--- config.mk ---
export PLATFORM = sky130hd
export DESIGN_NAME = alu_nibble_seq
export DESIGN_NICKNAME = d
export VERILOG_FILES = /design/src/rtl/alu_nibble_seq.sv
export SDC_FILE = /design/constraint.sdc
export NUM_CORES = 1
export LEC_CHECK = 0
export ABC_AREA = 1
export ABC_CLOCK_PERIOD_IN_PS = 7150
export CORE_MARGIN = 1
export CORE_UTILIZATION = 54
export DETAILED_ROUTE_END_ITERATION = 10
export HOLD_SLACK_MARGIN = 0.15
export PLACE_DENSITY = 0.85
export SYNTH_ARGS = -nofsm -noshare
export SYNTH_HDL_FRONTEND = slang
export SYNTH_SLANG_ARGS = --single-unit
--- constraint.sdc ---
create_clock -name clk -period 7.15 [get_ports clk]
set_input_delay 1.43 -clock clk [delete_from_list [all_inputs] [get_ports clk]]
set_output_delay 1.43 -clock clk [all_outputs]
set_load 0.02 [all_outputs]
--- src/rtl/alu_nibble_seq.sv ---
// ============================================================================
//  Module   : alu_nibble_seq
//  Purpose  : Sequences a W-bit AND/OR/ADD/SUB/SLT through an external
//             combinational 4-bit ALU slice, one nibble per clock.
//  Revision : 1.0  initial release
// ============================================================================
`default_nettype none

module alu_nibble_seq #(
    parameter int NIB = 4
) (
    input  logic             clk,
    input  logic             rst,
    input  logic             req_valid,
    output logic             req_ready,
    input  logic [4*NIB-1:0] req_a,
    input  logic [4*NIB-1:0] req_b,
    input  logic [2:0]       req_op,
    output logic             res_valid,
    input  logic             res_ready,
    output logic [4*NIB-1:0] res_data,
    output logic             res_cout,
    output logic             res_ovf,
    output logic             res_err,
    output logic [3:0]       alu_a,
    output logic [3:0]       alu_b,
    output logic [2:0]       alu_op,
    output logic             alu_cin,
    input  logic [3:0]       alu_result,
    input  logic             alu_cout
);

    localparam int W  = 4 * NIB;
    localparam int KW = (NIB > 1) ? $clog2(NIB) : 1;

    localparam logic [KW-1:0] c_k_last = KW'(NIB - 1);

    localparam logic [1:0] c_st_idle = 2'd0;
    localparam logic [1:0] c_st_run  = 2'd1;
    localparam logic [1:0] c_st_done = 2'd2;

    localparam logic [2:0] c_op_and = 3'b000;
    localparam logic [2:0] c_op_or  = 3'b001;
    localparam logic [2:0] c_op_add = 3'b010;
    localparam logic [2:0] c_op_sub = 3'b110;
    localparam logic [2:0] c_op_slt = 3'b111;

    logic [1:0]    r_state, w_state_next;
    logic [W-1:0]  r_a, r_b, r_res;
    logic [2:0]    r_op;
    logic [KW-1:0] r_k;
    logic          r_carry;
    logic [W-1:0]  r_res_data;
    logic          r_res_cout, r_res_ovf, r_res_err;

    logic [W-1:0]  w_res_next;
    logic [3:0]    w_a_nib, w_b_nib;
    logic          w_sub, w_legal, w_bp_msb, w_ovf_raw;
    logic [W-1:0]  w_fin_data;
    logic          w_fin_cout, w_fin_ovf, w_fin_err;

    assign w_sub   = (r_op == c_op_sub) || (r_op == c_op_slt);
    assign w_legal = (r_op == c_op_and) || (r_op == c_op_or) || (r_op == c_op_add) || w_sub;

    always_comb begin
        w_a_nib = 4'd0;
        w_b_nib = 4'd0;
        for (int i = 0; i < NIB; i++) begin
            if (r_k == KW'(i)) begin
                w_a_nib = r_a[4*i +: 4];
                w_b_nib = r_b[4*i +: 4];
            end
        end
    end

    // Result as it will stand once the current nibble is captured.
    generate
        for (genvar i = 0; i < NIB; i++) begin : g_nib
            assign w_res_next[4*i +: 4] = (r_k == KW'(i)) ? alu_result : r_res[4*i +: 4];
        end
    endgenerate

    assign w_bp_msb  = w_sub ? ~r_b[W-1] : r_b[W-1];
    assign w_ovf_raw = (r_a[W-1] == w_bp_msb) && (w_res_next[W-1] != r_a[W-1]);

    always_comb begin
        w_fin_data = w_res_next;
        w_fin_cout = 1'b0;
        w_fin_ovf  = 1'b0;
        w_fin_err  = 1'b0;
        case (r_op)
            c_op_and, c_op_or: ;
            c_op_add, c_op_sub: begin
                w_fin_cout = alu_cout;
                w_fin_ovf  = w_ovf_raw;
            end
            c_op_slt: w_fin_data = {{(W-1){1'b0}}, w_res_next[W-1] ^ w_ovf_raw};
            default: begin
                w_fin_data = '0;
                w_fin_err  = 1'b1;
            end
        endcase
    end

    // State register
    always_ff @(posedge clk or posedge rst) begin
        if (rst) r_state <= c_st_idle;
        else     r_state <= w_state_next;
    end

    // Next-state logic
    always_comb begin
        w_state_next = r_state;
        case (r_state)
            c_st_idle: if (req_valid)        w_state_next = c_st_run;
            c_st_run:  if (r_k == c_k_last)  w_state_next = c_st_done;
            c_st_done: if (res_ready)        w_state_next = c_st_idle;
            default:                         w_state_next = c_st_idle;
        endcase
    end

    // Output logic
    always_comb begin
        req_ready = (r_state == c_st_idle);
        res_valid = (r_state == c_st_done);
        alu_a     = 4'd0;
        alu_b     = 4'd0;
        alu_op    = 3'd0;
        alu_cin   = 1'b0;
        if (r_state == c_st_run) begin
            alu_a   = w_a_nib;
            alu_b   = w_b_nib;
            alu_op  = (r_op == c_op_slt) ? c_op_sub : (w_legal ? r_op : c_op_and);
            alu_cin = (r_k == '0) ? w_sub : r_carry;
        end
    end

    assign res_data = r_res_data;
    assign res_cout = r_res_cout;
    assign res_ovf  = r_res_ovf;
    assign res_err  = r_res_err;

    always_ff @(posedge clk or posedge rst) begin
        if (rst) begin
            r_a        <= '0;
            r_b        <= '0;
            r_op       <= 3'd0;
            r_k        <= '0;
            r_res      <= '0;
            r_carry    <= 1'b0;
            r_res_data <= '0;
            r_res_cout <= 1'b0;
            r_res_ovf  <= 1'b0;
            r_res_err  <= 1'b0;
        end else if (r_state == c_st_idle) begin
            if (req_valid) begin
                r_a     <= req_a;
                r_b     <= req_b;
                r_op    <= req_op;
                r_k     <= '0;
                r_res   <= '0;
                r_carry <= 1'b0;
            end
        end else if (r_state == c_st_run) begin
            r_res   <= w_res_next;
            r_carry <= alu_cout;
            r_k     <= r_k + KW'(1);
            if (r_k == c_k_last) begin
                r_res_data <= w_fin_data;
                r_res_cout <= w_fin_cout;
                r_res_ovf  <= w_fin_ovf;
                r_res_err  <= w_fin_err;
            end
        end
    end

endmodule

`default_nettype wire

After elaboration in Yosys (flattened, before gate mapping)
Index checks and enable logic that the tools add are counted.
Word-level totals
  bits of input ports: 44
  register bits: 75
  output and inout bits: 33
Operators by class
  muxes and demuxes: 37
  reduce and logical (&&, ||, !) cells: 16
  bitwise gates (word level): 3
  add/sub/neg operators: 1
  equal/unequal tests: 14
Operators by type and width (number)
  $mux W4: 14
  $mux W16: 3
  $pmux W16 S2: 1
  $mux W2: 6
  $mux W1: 9
  $mux W3: 3
  $eq A2 B2 Y1 const B: 3
  $eq A3 B3 Y1 const B: 2
  $pmux W2 S3: 1
  $reduce_and A3 Y1: 2
  $reduce_or A5 Y1: 1
  $eq A2 B1 Y1 const B: 2
  $logic_not A2 Y1: 2
  $logic_or A1 B1 Y1: 4
  $ne A2 B2 Y1 const B: 2
  $reduce_and A2 Y1: 2
  $reduce_or A4 Y1: 1
  $eq A3 B1 Y1 const B: 1
  $eq A3 B2 Y1 const B: 1
  $logic_not A3 Y1: 1
  $add A2 B1 Y2 const B: 1
  $ne A2 B1 Y1 const B: 1
  $not A1 Y1: 2
  $reduce_bool A2 Y1: 1
  5 further kinds: 5

Depth between registers and ports, before layout
  depth in word-level cells: 7
  gate-level depth with buffers: 8
  depth with buffers taken out: 8

Worst setup path after synthesis
No wires, ideal clock.
  kind: flip-flop to output port
  from: register r_k[0]
  to: output alu_a[3]
  arrival: 1.504 ns
  cell stages (with the launch flop): 7
  setup slack: 4.216 ns
  buffers on the path: 1
  cell sequence: dfrtp_1 -> ha_1 -> inv_2 -> nor2_4 -> inv_2 -> buf_2 -> o21ai_1
On the way
  longest elaborated chain between the ends: 6
  elaborated cells between the ends (all ways): 9
RTL lines
  start: declaration: line 51  | logic [KW-1:0] r_k;
  start signal: assignment: line 167  | r_k <= r_k + KW'(1);
  $logic_not A2 Y1: line 69  | if (r_k == KW'(i)) begin
  $mux W4 (3 in series): line 69
  $mux W4 *: line 69
  $mux W4 *: line 130  | if (r_state == c_st_run) begin
  end: declaration: line 25  | output logic [3:0] alu_a,
Mark *: on every way between the ends. The rest lies on a longest branch, timed or not.

Worst setup path after layout
  from: register r_state[0]
  to: output alu_b[0]
On the way
  longest elaborated chain between the ends: 2
RTL lines
  start: declaration: line 48  | logic [1:0] r_state, w_state_next;
  start signal: assignment: line 107  | if (rst) r_state <= c_st_idle;
  start signal: assignment: line 108  | else r_state <= w_state_next;
  $eq A2 B1 Y1: line 130
  $mux W4: line 130
  end: declaration: line 26  | output logic [3:0] alu_b,
Every way passes these cells.

==> results.ini <==
[clock_tree]
insertion_delay_ns = 0.36
numCtsBuffers = 9
cts_tree = built
ctsHoldBuffers = 0
ctsRootBufferMaster = clkbuf_8
cts_setup_buffers = 0
postCtsResizedCells = 0
clock_sinks = 74
clock_path_buffers = 2
htree_levels = 3
clk_pin_slew_ns = 0.07

[placed_design]
gp_congestion = 0.831
place_area_um2 = 4130
hpwl_um = 5560
portBuffers = 76

[final_layout]
final_cell_area_um2 = 4340
num-nets-final = 518
diodes = 0
finish.utilization_pct = 72.9
final-seq-area_um2 = 1850
multi_input_area_um2 = 1270
fillers = 468
area_delta_synth_final_pct = 29.9
drive_above_1_share_pct = 6.11

[floorplanning]
pin_count = 77
num_rows = 28
die_area_um2 = 6510
initial_utilization_pct = 56.1
core-area_um2 = 5960
die_x_um = 80.7
die_h_um = 80.7

[min_path]
hold_start = r_b[11]
min_delay_path_depth = 2
holdPathEnd = r_b[11]
hold_path_class = reg -> reg

[power_and_ir_drop]
power.density_nw_per_um2 = 465
pwr-share-seq_pct = 34.4
switchingPower_mw = 0.849
clkPwrFrac_pct = 17.3
p_leak_nw = 2.10
p_int_mw = 1.17
pwr-share-comb_pct = 48.3
ir_drop_uv = 310
swShare_pct = 42.0

[critical_path]
reg2regPathDepth = 6
slowest_delay_ns = 0.61
crit_fanout = 21
crit_chain = nand2_2 > nor2_1 > o211ai_1 > o21ai_1 > clkdlybuf4s50_1
critPathArrivalTime_ns = 2.64
worstReg2RegEnd = r_b[14]
crit_buf_inv = 1
r2r-start = r_state[0]
start_kind = flip-flop
cp-end-kind = output port
critPathKind = reg -> out
required_ns = 5.72
reg2reg_slack_ns = 5.24
cp_slowest_cell = clkdlybuf4s50_1
crit_family = simple AND/OR/NAND/NOR gates

[timing]
setup_tns_ns = 0
period_share_pct = 57.0
whs_ns = 0.478
max-slew-margin-rel_pct = 32.9
worst_pin_slew_ns = 1.00
rsz0062_at_grt = no
finalSetupViolCount = 0
max_freq_mhz = 245
final-hold-violation-count = 0
finClkSkew_ns = 0.00578
fin_crit_ns = 4.07
slew_violations = 0

[synth]
postSynthCellCount = 401
synth_top_area_share_pct = 55.4
synth_seq_cells = 74
synth_commonest_cells = nand2_1, dfrtp_1, nand3_1, o21ai_1, inv_1
synth_warnings = 0
synth_async_sr_flop_share_pct = 100
synth_ff_type = dfrtp_1
avgSynthCellArea_um2 = 8.34
synth_area_um2 = 3340
synth.area.top_cells = dfrtp_1, nand2_1, nand3_1, o21ai_1, inv_1
ys_types = 21
synth.most_common_cell = nand2_1
synthesis.nets = 449
synth-seq-area-share_pct = 55.4
yosysTopAreaCell = dfrtp_1
synth_edf_count = 0

[routing]
ant_nets = 0
drc = 0
wl_per_cell_um = 14.5
via_per_inst = 5.37
first_pass_iters = 4
wl_um = 7980
drt_iter0_markers = 212
num_vias = 2955

[grt]
antenna_found_initial = 0
grt_pass1_wl_um = 13100
overflow = 0
grt_pass1_vias = 2866
grt_usage_pct = 27.5
grt_max_degree = 75

[status]
outcome = complete, no violations

[run]
cap_violations = 0

## flip-flops by register name (all words and copies together) (netlist names)
name,count
r_a,16
r_b,16
res_data,16
r_res,15
r_op,3
r_k,2
r_state,2
r_carry,1
res_cout,1
res_err,1
res_ovf,1
## area by class of cell
class	count	share of cell area [%]
timing repair buffer	79	18.0
clock inverter	1	0.691
inverter	34	2.94
multi-input combinational	272	29.2
clock buffer	15	4.29
sequential	74	42.6
tap	75	2.16
## cell usage in the layout, fill, tap and decap left out, drive strengths merged
cell type      Yosys  routed
nand2            125     125
nor2              16      16
ha                 4       4
clkdlybuf4s50      0      76
nand3b             1       1
nand3             41      41
clkbuf             5      15
a22o               1       1
nor3               1       1
o31ai              1       1
bufinv             0       1
o22ai             11      11
o211ai             8       8
dfrtp             74      74
a21oi             19      19
buf               16       3
inv               34      34
o21ai             44      44
## cells by family after synthesis
family | Yosys count | synth area share (%)
simple gates | 184 | 22.7
compound gates | 84 | 13.8
flops | 74 | 55.4
buf+inv | 55 | 6.62
fa+ha+maj | 4 | 1.50
## worst max-delay path by stage
| stage | start | endpoint | slack [ns] | depth (start not counted) |
|---|---|---|---|---|
| 6_report | r_state[0] | alu_b[0] | 3.08 | 5 |
| 3_3_place_gp | req_valid | r_b[14] | 3.43 | 5 |
| 3_5_place_dp | req_valid | r_b[14] | 3.30 | 5 |
| 4_1_cts | r_state[0] | alu_b[0] | 3.08 | 5 |
| 5_1_grt | r_state[1] | alu_b[0] | 2.88 | 6 |
| 2_1_floorplan | rst | r_a[0] | 3.84 | 1 |
## power groups by stage
stage               clock network [mW]  logic, mW  registers [mW]
floorplan                            0      0.600           0.723
global placement                     0      0.936           0.688
detailed placement                   0      0.973           0.699
CTS                              0.351      0.978           0.693
global route                     0.366       1.09           0.715
finish                           0.350      0.975           0.696
## metal layers
metal,up-vias,global-route usage (%),part of all wire (%)
met5,-,0,0
met4,0,11.6,2.5
met3,22,6.36,5.7
met2,103,46.5,50
met1,1384,33.5,42
li1,1446,-,-
## worst reg2reg max path: cells and delay by family (launching register included)
| kind | cells | cell delay (ns) |
|---|---|---|
| AND/OR/NAND/NOR | 3 | 0.61 |
| flip-flops | 1 | 0.45 |
| buffers and inverters | 2 | 0.68 |
| AO/OA/AOI/OAI | 1 | 0.05 |
## per-stage QoR
stage,power (mW),instances,setup slack [ns]
after floorplan,1.32,401,3.84
after global placement,1.62,534,3.43
after detailed placement,1.67,534,3.30
after CTS,2.02,550,3.08
after global routing,2.17,550,2.88
final,2.02,550,3.08
No activity file was read; power rests on OpenSTA's default activity.
